==> src/rtl/counter_bcd_n.sv <==
// Multi-digit BCD up/down counter with synchronous clear/load, wrap or
// saturate at the limits, combinational terminal count and sticky overflow.
module counter_bcd_n #(
  parameter int DIGITS = 6,
  parameter bit WRAP   = 1'b1
) (
  input  logic                  f_in,
  input  logic                  clr_n,
  input  logic                  sclr,
  input  logic                  load,
  input  logic [4*DIGITS-1:0]   d,
  input  logic                  ena,
  input  logic                  up_dn,
  output logic [4*DIGITS-1:0]   q,
  output logic                  tc,
  output logic                  ovf
);

  logic [4*DIGITS-1:0] count_next;
  logic [4*DIGITS-1:0] load_val;
  logic [3:0]          digit;
  logic [3:0]          d_digit;
  logic                carry;
  logic                at_max;
  logic                at_min;

  // NOTE: every variable written here gets a default first, so no path
  // through the loop can leave one unassigned and infer a latch.
  always_comb begin
    count_next = q;
    load_val   = '0;
    carry      = 1'b1;
    at_max     = 1'b1;
    at_min     = 1'b1;
    digit      = '0;
    d_digit    = '0;
    for (int k = 0; k < DIGITS; k++) begin
      digit  = q[4*k +: 4];
      at_max = at_max & (digit == 4'd9);
      at_min = at_min & (digit == 4'd0);
      // Carry/borrow ripples from digit 0 upward within one evaluation.
      if (carry) begin
        if (up_dn) begin
          if (digit >= 4'd9) begin
            count_next[4*k +: 4] = 4'd0;
          end else begin
            count_next[4*k +: 4] = digit + 4'd1;
            carry = 1'b0;
          end
        end else begin
          if (digit == 4'd0) begin
            count_next[4*k +: 4] = 4'd9;
          end else begin
            count_next[4*k +: 4] = digit - 4'd1;
            carry = 1'b0;
          end
        end
      end
      d_digit = d[4*k +: 4];
      load_val[4*k +: 4] = (d_digit > 4'd9) ? 4'd9 : d_digit;
    end
  end

  assign tc = ena & ~sclr & ~load & (up_dn ? at_max : at_min);

  // NOTE: state registers use non-blocking assignments so every flop samples
  // the pre-edge values, independent of statement order.
  always_ff @(posedge f_in or negedge clr_n) begin
    if (!clr_n) begin
      q   <= '0;
      ovf <= 1'b0;
    end else if (sclr) begin
      q   <= '0;
      ovf <= 1'b0;
    end else if (load) begin
      q   <= load_val;
      ovf <= 1'b0;
    end else if (ena) begin
      // In saturate mode a terminal-count edge leaves q at the limit.
      if (WRAP || !tc) q <= count_next;
      if (tc) ovf <= 1'b1;
    end
  end

endmodule
==> config.mk <==
export PLATFORM = sky130hd
export DESIGN_NAME = counter_bcd_n
export DESIGN_NICKNAME = d
export VERILOG_FILES = /design/src/rtl/counter_bcd_n.sv
export SDC_FILE = /design/constraint.sdc
export NUM_CORES = 1
export LEC_CHECK = 0
export ABC_AREA = 1
export CAP_MARGIN = 20
export CELL_PAD_IN_SITES_DETAIL_PLACEMENT = 1
export CELL_PAD_IN_SITES_GLOBAL_PLACEMENT = 1
export CORE_MARGIN = 4
export CORE_UTILIZATION = 40
export CTS_BUF_LIST = sky130_fd_sc_hd__clkbuf_4
export DETAILED_ROUTE_END_ITERATION = 10
export PLACE_DENSITY = 0.94
export SLEW_MARGIN = 20
export SYNTH_ARGS = -nofsm -noshare
export SYNTH_HDL_FRONTEND = slang
export SYNTH_SLANG_ARGS = --single-unit
==> constraint.sdc <==
create_clock -name f_in -period 4.14 [get_ports f_in]
set_input_delay 0.828 -clock f_in [delete_from_list [all_inputs] [get_ports f_in]]
set_output_delay 0.828 -clock f_in [all_outputs]
set_load 0.02 [all_outputs]
# Word level (Yosys, flattened, before mapping)
# Cells that the tools add are included.
# op_classes
add_sub_neg,12
magnitude_cmp,12
eq_ne,6
mux,56
n_bitwise,15
n_reduce_logical,19
# ops
operator,count
$mux 4,29
$mux 24,3
$add 4x1->4 const B,6
$eq 4x4->1 const B,6
$ge 4x4->1 const B,6
$gt 4x4->1 const B,6
$logic_not 4->1,6
$mux 1,24
$sub 4x1->4 const B,6
$reduce_bool 3->1,7
$and 1x1->1,13
$reduce_and 2->1,6
$not 1->1,2
# word_totals
reg_bits,25
out_inout_bits,26
word_cells,127

# Longest topological paths before layout
# Gate-level depths: netlist (run 1).
# logic_depth
ltp_word,12
depth_mapped,12
depth_no_buf,12

# Worst setup path after synthesis (run 1)
# No wires, ideal clock.
# synth_path
path_kind,input port to output port
from,input port up_dn
to,output port tc
arrival_ps,1797
setup_slack_ps,1515
stages,8
path_buffers,2
path_cell_list,inv_1 buf_6 buf_2 nor4_1 nand3_1 nand2_1 nand2_1 nor2_1
# synth_between
elab_chain_len,2
# synth_rtl
item,line,rtl
from (decl),13,"input logic up_dn,"
$mux 1,64,assign tc = ena & ~sclr & ~load & (up_dn ? at_max : at_min);
$and 1x1->1,64,
to (decl),15,"output logic tc,"
# Every way passes these cells.

# Worst setup path after layout (run 1)
# layout_path
from,register q[4]
to,output port tc
# layout_between
elab_chain_len,8
# layout_rtl
item,line,rtl
from (decl),14,"output logic [4*DIGITS-1:0] q,"
from (signal assigned),76,q <= load_val;
from (signal assigned),80,if (WRAP || !tc) q <= count_next;
$eq 4x4->1 or $logic_not 4->1 (tied branches),"39, 40",
"$and 1x1->1, on equally long branches (5 in series)","39, 40",
$mux 1 *,64,
$and 1x1->1 *,64,
# Mark *: on every way between the ends. The rest lies on a longest branch, timed or not.

==> load_flow_metrics.sql, run 1 <==
INSERT INTO impl_metrics (metric_group, metric, value, unit) VALUES
('synth', 'synth-compound-area-share', '0.162', ''),
('route', 'drt_drc_violations_left', '0', ''),
('worst_setup_path', 'ff2ff_path_depth', '11', ''),
('synth', 'avg_inst_size_synth', '6.51', 'um2'),
('floorplan', 'rows', '29', ''),
('cells_and_area', 'instances_no_fill', '544', ''),
('timing', 'fin_crit_sh', '0.851', ''),
('worst_setup_path', 'worst_setup_path_end_kind', 'primary output', ''),
('worst_setup_path', 'cp.required', '3310', 'ps'),
('synth', 'ys_ff_latch', '25', ''),
('floorplan', 'ioPinCount', '56', ''),
('clock_network', 'numCtsBuffers', '3', ''),
('synth', 'synth-simple-area-share', '0.385', ''),
('grt', 'overflow', '0', ''),
('worst_setup_path', 'critical_path.reg2reg.startpoint', 'q[4]$_DFFE_PN0P_', ''),
('clock_network', 'ctsHoldBuffers', '0', ''),
('clock_network', 'cts_tree', 'built', ''),
('cells_and_area', 'fillerInstances', '888', ''),
('place', 'gp_routability_congestion', '0.917', ''),
('floorplan', 'die-height', '90.1', 'um'),
('clock_network', 'clk_transition_reported_paths', '160', 'ps'),
('run_status', 'run_status', 'complete, no violations', ''),
('power', 'vdd_drop_max', '141', 'uV'),
('cells_and_area', 'layout.core_utilization', '0.517', ''),
('worst_setup_path', 'rr_endpoint', 'q[21]$_DFFE_PN0P_', ''),
('clock_network', 'worstSkewPairLatency', '330', 'ps'),
('worst_setup_path', 'worst_setup_slack_for_register_to_register_paths', '2140', 'ps'),
('synth', 'yosysSeqAreaShare', '0.232', ''),
('route', 'routed_wire_length_per_instance', '16.7', 'um'),
('cells_and_area', 'area_growth', '23.9', '%'),
('route', 'drt-initial-drc-count', '121', ''),
('clock_network', 'ctsResizeCount', '0', ''),
('grt', 'grt_pass1_vias', '3148', ''),
('grt', 'grt_usage', '0.219', ''),
('cells_and_area', 'layout-drive-gt1-share', '0.0749', ''),
('clock_network', 'clock-sinks', '25', ''),
('route', 'drt_wl_total', '9.06', 'mm'),
('worst_setup_path', 'critical_path_arrival', '2700', 'ps'),
('min_path', 'hold_path.startpoint', 'ovf$_DFFE_PN0P_', ''),
('timing', 'timing_max_transition_violations_final', '0', ''),
('route', 'vias_per_cell', '5.68', ''),
('place', 'place_inst', '540', ''),
('floorplan', 'start_util', '0.417', ''),
('cells_and_area', 'antenna_cells_inserted', '0', ''),
('cells_and_area', 'layout_commonest_cell', 'sky130_fd_sc_hd__nand2_1', ''),
('synth', 'post_synth_num_cell_types', '40', ''),
('floorplan', 'fp.dieW', '90.1', 'um'),
('timing', 'finalSetupTns', '0', 'ps'),
('clock_network', 'h-tree-depth', '1', ''),
('worst_setup_path', 'critical_path_peak_fanout', '5', ''),
('timing', 'setup-violations-final', '0', ''),
('place', 'dpl.hpwl', '7.04', 'mm'),
('min_path', 'hp-class', 'reg -> reg', ''),
('timing', 'clock-skew-final', '4.53', 'ps'),
('synth', 'syn-num-nets', '463', ''),
('timing', 'period_needed', '3520', 'ps'),
('clock_network', 'clk_path_buf_depth', '2', ''),
('worst_setup_path', 'crit_type', 'reg -> out', ''),
('timing', 'unrepaired_setup_endpoints_after_global_routing', 'false', ''),
('synth', 'synth-warning-count', '0', ''),
('run', 'cap_viol_max_count', '0', ''),
('clock_network', 'cts_root_buf', 'sky130_fd_sc_hd__clkbuf_4', ''),
('timing', 'achievable-frequency', '0.284', 'GHz'),
('synth', 'syn_inst', '414', ''),
('timing', 'timing_hold_violations_final', '0', ''),
('place', 'port_buffers', '55', ''),
('grt', 'grt_pass1_wl', '15.1', 'mm'),
('route', 'final_antenna_net_count', '0', ''),
('synth', 'muxShareOfSynthArea', '0', ''),
('cells_and_area', 'nNetsFinal', '517', ''),
('synth', 'post_synth_fa_ha_maj_area_fraction', '0.0882', '');
==> report_power, final <==
| group | internal [mW] | switching, mW | total (mW) |
|---|---|---|---|
| combinational | 0.211 | 0.320 | 0.532 |
| sequential | 0.274 | 0.0562 | 0.330 |
| clock | 0.0370 | 0.0874 | 0.124 |
| total | 0.522 | 0.464 | 0.986 |
==> through the flow <==
stage	hold WS [ps]	area (um2)	power, mW	setup slack, ps
2_1_floorplan	532	2700	0.661	1510
3_3_place_gp	517	3310	0.832	704
3_5_place_dp	527	3310	0.861	657
4_1_cts	567	3340	0.988	612
5_1_grt	598	3340	1.07	441
6_report	569	3340	0.986	615
==> area by class of cell <==
cell class | instances | area, um2 | share of cell area
Clock buffer | 3 | 22.5 | 0.00675
Clock inverter | 1 | 7.51 | 0.00225
Inverter | 55 | 206 | 0.0618
Multi-Input combinational cell | 322 | 1780 | 0.534
Sequential cell | 25 | 626 | 0.187
Tap cell | 77 | 96.3 | 0.0289
Timing Repair Buffer | 61 | 596 | 0.178
==> cells in the mapped netlist, drive strengths merged <==
cell type / number / share of area
o21a: 4 / 0.011
xor2: 8 / 0.026
o211ai: 6 / 0.017
buf: 10 / 0.026
o21ai: 39 / 0.078
inv: 53 / 0.074
nand3: 51 / 0.11
clkbuf: 2 / 0.0028
o311ai: 1 / 0.0033
clkinv: 2 / 0.0028
nand3b: 2 / 0.0056
nor4: 2 / 0.0046
dfrtp: 25 / 0.23
o31ai: 1 / 0.0028
nand4: 12 / 0.028
a21oi: 13 / 0.024
a21o: 1 / 0.0028
nor3: 7 / 0.019
a22oi: 1 / 0.0028
nor2: 32 / 0.048
nand2: 114 / 0.17
or2: 1 / 0.0023
ha: 19 / 0.088
a31oi: 3 / 0.0093
o22ai: 5 / 0.012
==> flip-flops by register name, summed over array words and instances, names as in the netlist <==
name  flops
ovf       1
q        24
==> critical path: stages, from the launching register on <==
cell,delay [ps]
sky130_fd_sc_hd__dfrtp_1,470
sky130_fd_sc_hd__inv_1,140
sky130_fd_sc_hd__ha_1,220
sky130_fd_sc_hd__inv_1,70
sky130_fd_sc_hd__nor2_1,180
sky130_fd_sc_hd__nand2_1,140
sky130_fd_sc_hd__nor3_1,190
sky130_fd_sc_hd__nand4_1,100
sky130_fd_sc_hd__nand2_1,70
sky130_fd_sc_hd__nand2_1,50
sky130_fd_sc_hd__nor2_1,120
sky130_fd_sc_hd__clkdlybuf4s50_1,620
==> cells by family (layout without fill, tap and decap cells) <==
group           after synthesis  after routing
compound gates               74             74
xor+xnor                      8              8
fa+ha+maj                    19             19
buf+inv                      67            120
flops                        25             25
simple gates                221            221
==> worst max path at each step <==
stage	depth (start not counted)	end	from	slack (ps)
finish	11	tc	q[4]$_DFFE_PN0P_	620
global route	11	tc	q[4]$_DFFE_PN0P_	440
CTS	11	tc	q[4]$_DFFE_PN0P_	610
detailed placement	9	tc	up_dn	660
global placement	9	tc	up_dn	700
floorplan	8	tc	up_dn	1510
==> routing by layer <==
metal / vias up / track usage / wire, um
met4: 0 / 0.0408 / 114
met3: 14 / 0.0242 / 418
li1: 1477 / - / -
met1: 1516 / 0.267 / 3940
met2: 83 / 0.415 / 4580
met5: - / 0 / 0
Power figures use the tool's default switching activity.
==> run 2: changes to the inputs <==
Settings changed: CORE_UTILIZATION 40 to 30, PLACE_DENSITY 0.94 to 0.75.
==> run 2 against run 1 <==
Count of clock-buffer cells in the layout increased by 1. Clock skew decreased by 2.4 ps. Utilization decreased by 13 points. Via count decreased by 3.8%. Cell count increased by 6.1%. Non-clock buffer count increased by 2. Sequential share of layout area decreased by 0.30 points. Cell area increased by 1.6%. Combinational power decreased by 2%. Wire length increased by 1.4%. Die area increased by 30%. Fmax decreased by 1.4%. Largest cell class unchanged. Highest routed layer unchanged.
==> load_flow_metrics.sql, run 2 (synthesized netlist as in run 1, its figures left out) <==
INSERT INTO impl_metrics (metric_group, metric, value, unit) VALUES
('power', 'internal_power', '0.530', 'mW'),
('route', 'drt_pass1_iterations', '4', ''),
('worst_setup_path', 'critical_path.reg2reg.startpoint', 'q[5]$_DFFE_PN0P_', ''),
('run', 'cap_viol_max_count', '0', ''),
('min_path', 'hold_path.startpoint', 'ovf$_DFFE_PN0P_', ''),
('place', 'dpl.hpwl', '7.20', 'mm'),
('worst_setup_path', 'crit_path_top_delay_cell', 'sky130_fd_sc_hd__clkdlybuf4s50_1', ''),
('route', 'drt_wl_total', '9.19', 'mm'),
('clock_network', 'h-tree-depth', '1', ''),
('route', 'vias_per_cell', '5.15', ''),
('place', 'detailed_place.area', '3360', 'um2'),
('cells_and_area', 'antenna_cells_inserted', '0', ''),
('grt', 'grt_pass1_vias', '3096', ''),
('cells_and_area', 'multi_input_area', '1780', 'um2'),
('worst_setup_path', 'path_cells', 'clkdlybuf4s50_1 -> inv_1 -> nand3_2 -> nor3_1 -> nand4_1 -> nand2_1 -> nand2_1 -> nor2_1 -> clkdlybuf4s50_1', ''),
('clock_network', 'ctsHoldBuffers', '0', ''),
('clock_network', 'clk_path_buf_depth', '2', ''),
('floorplan', 'full_die_area', '10600', 'um2'),
('worst_setup_path', 'critical_path.startpoint_type', 'primary input', ''),
('power', 'register_share_of_total_power', '0.334', ''),
('floorplan', 'fp.dieW', '103', 'um'),
('floorplan', 'start_util', '0.309', ''),
('clock_network', 'clk_transition_reported_paths', '160', 'ps'),
('grt', 'grt_usage', '0.184', ''),
('cells_and_area', 'largest-register', 'q', ''),
('grt', 'grt_pass1_wl', '15.7', 'mm'),
('route', 'final_antenna_net_count', '0', ''),
('timing', 'setup-violations-final', '0', ''),
('clock_network', 'worstSkewPairLatency', '340', 'ps'),
('timing', 'maxSlewHeadroom', '0.631', ''),
('timing', 'timing_hold_violations_final', '0', ''),
('route', 'vias', '2973', ''),
('route', 'routed_wire_length_per_instance', '15.9', 'um'),
('worst_setup_path', 'critical_path_arrival', '2750', 'ps'),
('grt', 'pin_count_of_the_biggest_net_entering_global_routing', '28', ''),
('route', 'drt_drc_violations_left', '0', ''),
('clock_network', 'ctsResizeCount', '0', ''),
('place', 'gp_routability_congestion', '0.900', ''),
('power', 'power.density_cell_area', '291', 'nW/um2'),
('power', 'vdd_drop_max', '118', 'uV'),
('timing', 'period_needed', '3580', 'ps'),
('timing', 'achievable-frequency', '0.280', 'GHz'),
('clock_network', 'numCtsBuffers', '3', ''),
('place', 'port_buffers', '55', ''),
('cells_and_area', 'largest_registers_in_the_final_layout', 'q x24, ovf x1', ''),
('timing', 'finalSetupTns', '0', 'ps'),
('timing', 'fin_crit_sh', '0.864', ''),
('grt', 'antenna_found_initial', '0', ''),
('cells_and_area', 'layout-drive-gt1-share', '0.0789', ''),
('clock_network', 'clock-sinks', '25', ''),
('grt', 'overflow', '0', ''),
('clock_network', 'cts_root_buf', 'sky130_fd_sc_hd__clkbuf_4', ''),
('clock_network', 'cts_tree', 'built', ''),
('worst_setup_path', 'cp.required', '3310', 'ps'),
('timing', 'worst_slew_pin_slew', '553', 'ps'),
('timing', 'timing_max_transition_violations_final', '0', ''),
('floorplan', 'core_region_area', '8720', 'um2'),
('floorplan', 'ioPinCount', '56', ''),
('worst_setup_path', 'critical_path_peak_fanout', '4', ''),
('power', 'comb_power_share', '0.531', ''),
('power', 'report.power.total', '0.986', 'mW'),
('worst_setup_path', 'worst_setup_path_end_kind', 'primary output', ''),
('cells_and_area', 'fillerInstances', '1107', ''),
('cells_and_area', 'largest_reg_flops', '24', ''),
('place', 'place_inst', '573', ''),
('cells_and_area', 'nNetsFinal', '519', ''),
('cells_and_area', 'layout_commonest_cell', 'sky130_fd_sc_hd__nand2_1', ''),
('cells_and_area', 'instances_no_fill', '577', ''),
('power', 'switching_share', '0.463', ''),
('route', 'drt-initial-drc-count', '53', ''),
('run_status', 'run_status', 'complete, no violations', ''),
('worst_setup_path', 'cp-startpoint', 'up_dn', ''),
('floorplan', 'rows', '34', ''),
('worst_setup_path', 'crit_type', 'in -> out', ''),
('cells_and_area', 'storage_element_area', '626', 'um2'),
('power', 'clock_power_share', '0.135', ''),
('cells_and_area', 'mostFrequentLayoutCells', 'sky130_fd_sc_hd__nand2_1 (104), sky130_fd_sc_hd__clkdlybuf4s50_1 (55), sky130_fd_sc_hd__inv_1 (49), sky130_fd_sc_hd__nand3_1 (47), sky130_fd_sc_hd__o21ai_0 (31)', ''),
('cells_and_area', 'layout.core_utilization', '0.389', ''),
('power', 'total_switching_power', '0.456', 'mW'),
('timing', 'clock-skew-final', '2.13', 'ps'),
('power', 'total_leakage_power', '1.61', 'nW'),
('floorplan', 'die-height', '103', 'um'),
('min_path', 'hp-class', 'reg -> reg', ''),
('min_path', 'timing.hold.worst_path_depth', '2', ''),
('timing', 'unrepaired_setup_endpoints_after_global_routing', 'false', ''),
('worst_setup_path', 'timing.critical_path.slowest_cell_delay', '640', 'ps'),
('cells_and_area', 'final_area', '3390', 'um2'),
('cells_and_area', 'area_growth', '25.9', '%'),
('clock_network', 'post_cts_setup_buffer_count', '0', ''),
('worst_setup_path', 'ff2ff_path_depth', '11', '');
run 2: cell types whose count changed in the layout (fill, tap and decap cells not counted), sizes merged:
cell / delta
buf: +2
clkbuf: +1
clkinvlp: -1
run 2: worst paths after layout:
path / endpoint / slack, ps
setup / recovery: tc / 560
hold / removal: ovf$_DFFE_PN0P_ / 540
setup reg to reg: q[21]$_DFFE_PN0P_ / 2170
hold reg to reg: ovf$_DFFE_PN0P_ / 540
max in group asynchronous: q[6]$_DFFE_PN0P_ / 3030
min in group asynchronous: q[16]$_DFFE_PN0P_ / 840
run 2: through the flow:
stage | setup WS [ps] | hold WS (ps)
finish | 564 | 543
global route | 267 | 581
CTS | 555 | 542
detailed placement | 574 | 493
global placement | 627 | 504
floorplan | 1510 | 532
run 2: critical path, delay by kind of cell:
family | cells | cell delay, ps
buffers and inverters | 3 | 1200
and+or+nand+nor | 6 | 730
run 2: final cells by class:
class                           instances  share of cell area
Timing Repair Buffer                   63               0.180
Multi-Input combinational cell        322               0.526
Inverter                               55              0.0609
Clock buffer                            4             0.00885
Sequential cell                        25               0.184
Tap cell                              108              0.0398
run 2: power by group through the flow:
stage / Sequential, mW / Clock, mW / Combinational, mW
6_report: 0.329 / 0.133 / 0.524
5_1_grt: 0.339 / 0.152 / 0.591
4_1_cts: 0.330 / 0.140 / 0.528
3_5_place_dp: 0.335 / 0 / 0.525
3_3_place_gp: 0.332 / 0 / 0.512
2_1_floorplan: 0.355 / 0 / 0.305
run 2: routing by layer:
layer	vias up	part of all wire	wire length [um]	GRT usage
met2	53	0.48	4400	0.316
met4	0	0.0058	53	0.0349
met3	6	0.041	378	0.0250
met1	1431	0.47	4360	0.250
met5	-	0	0	0
li1	1483	-	-	-
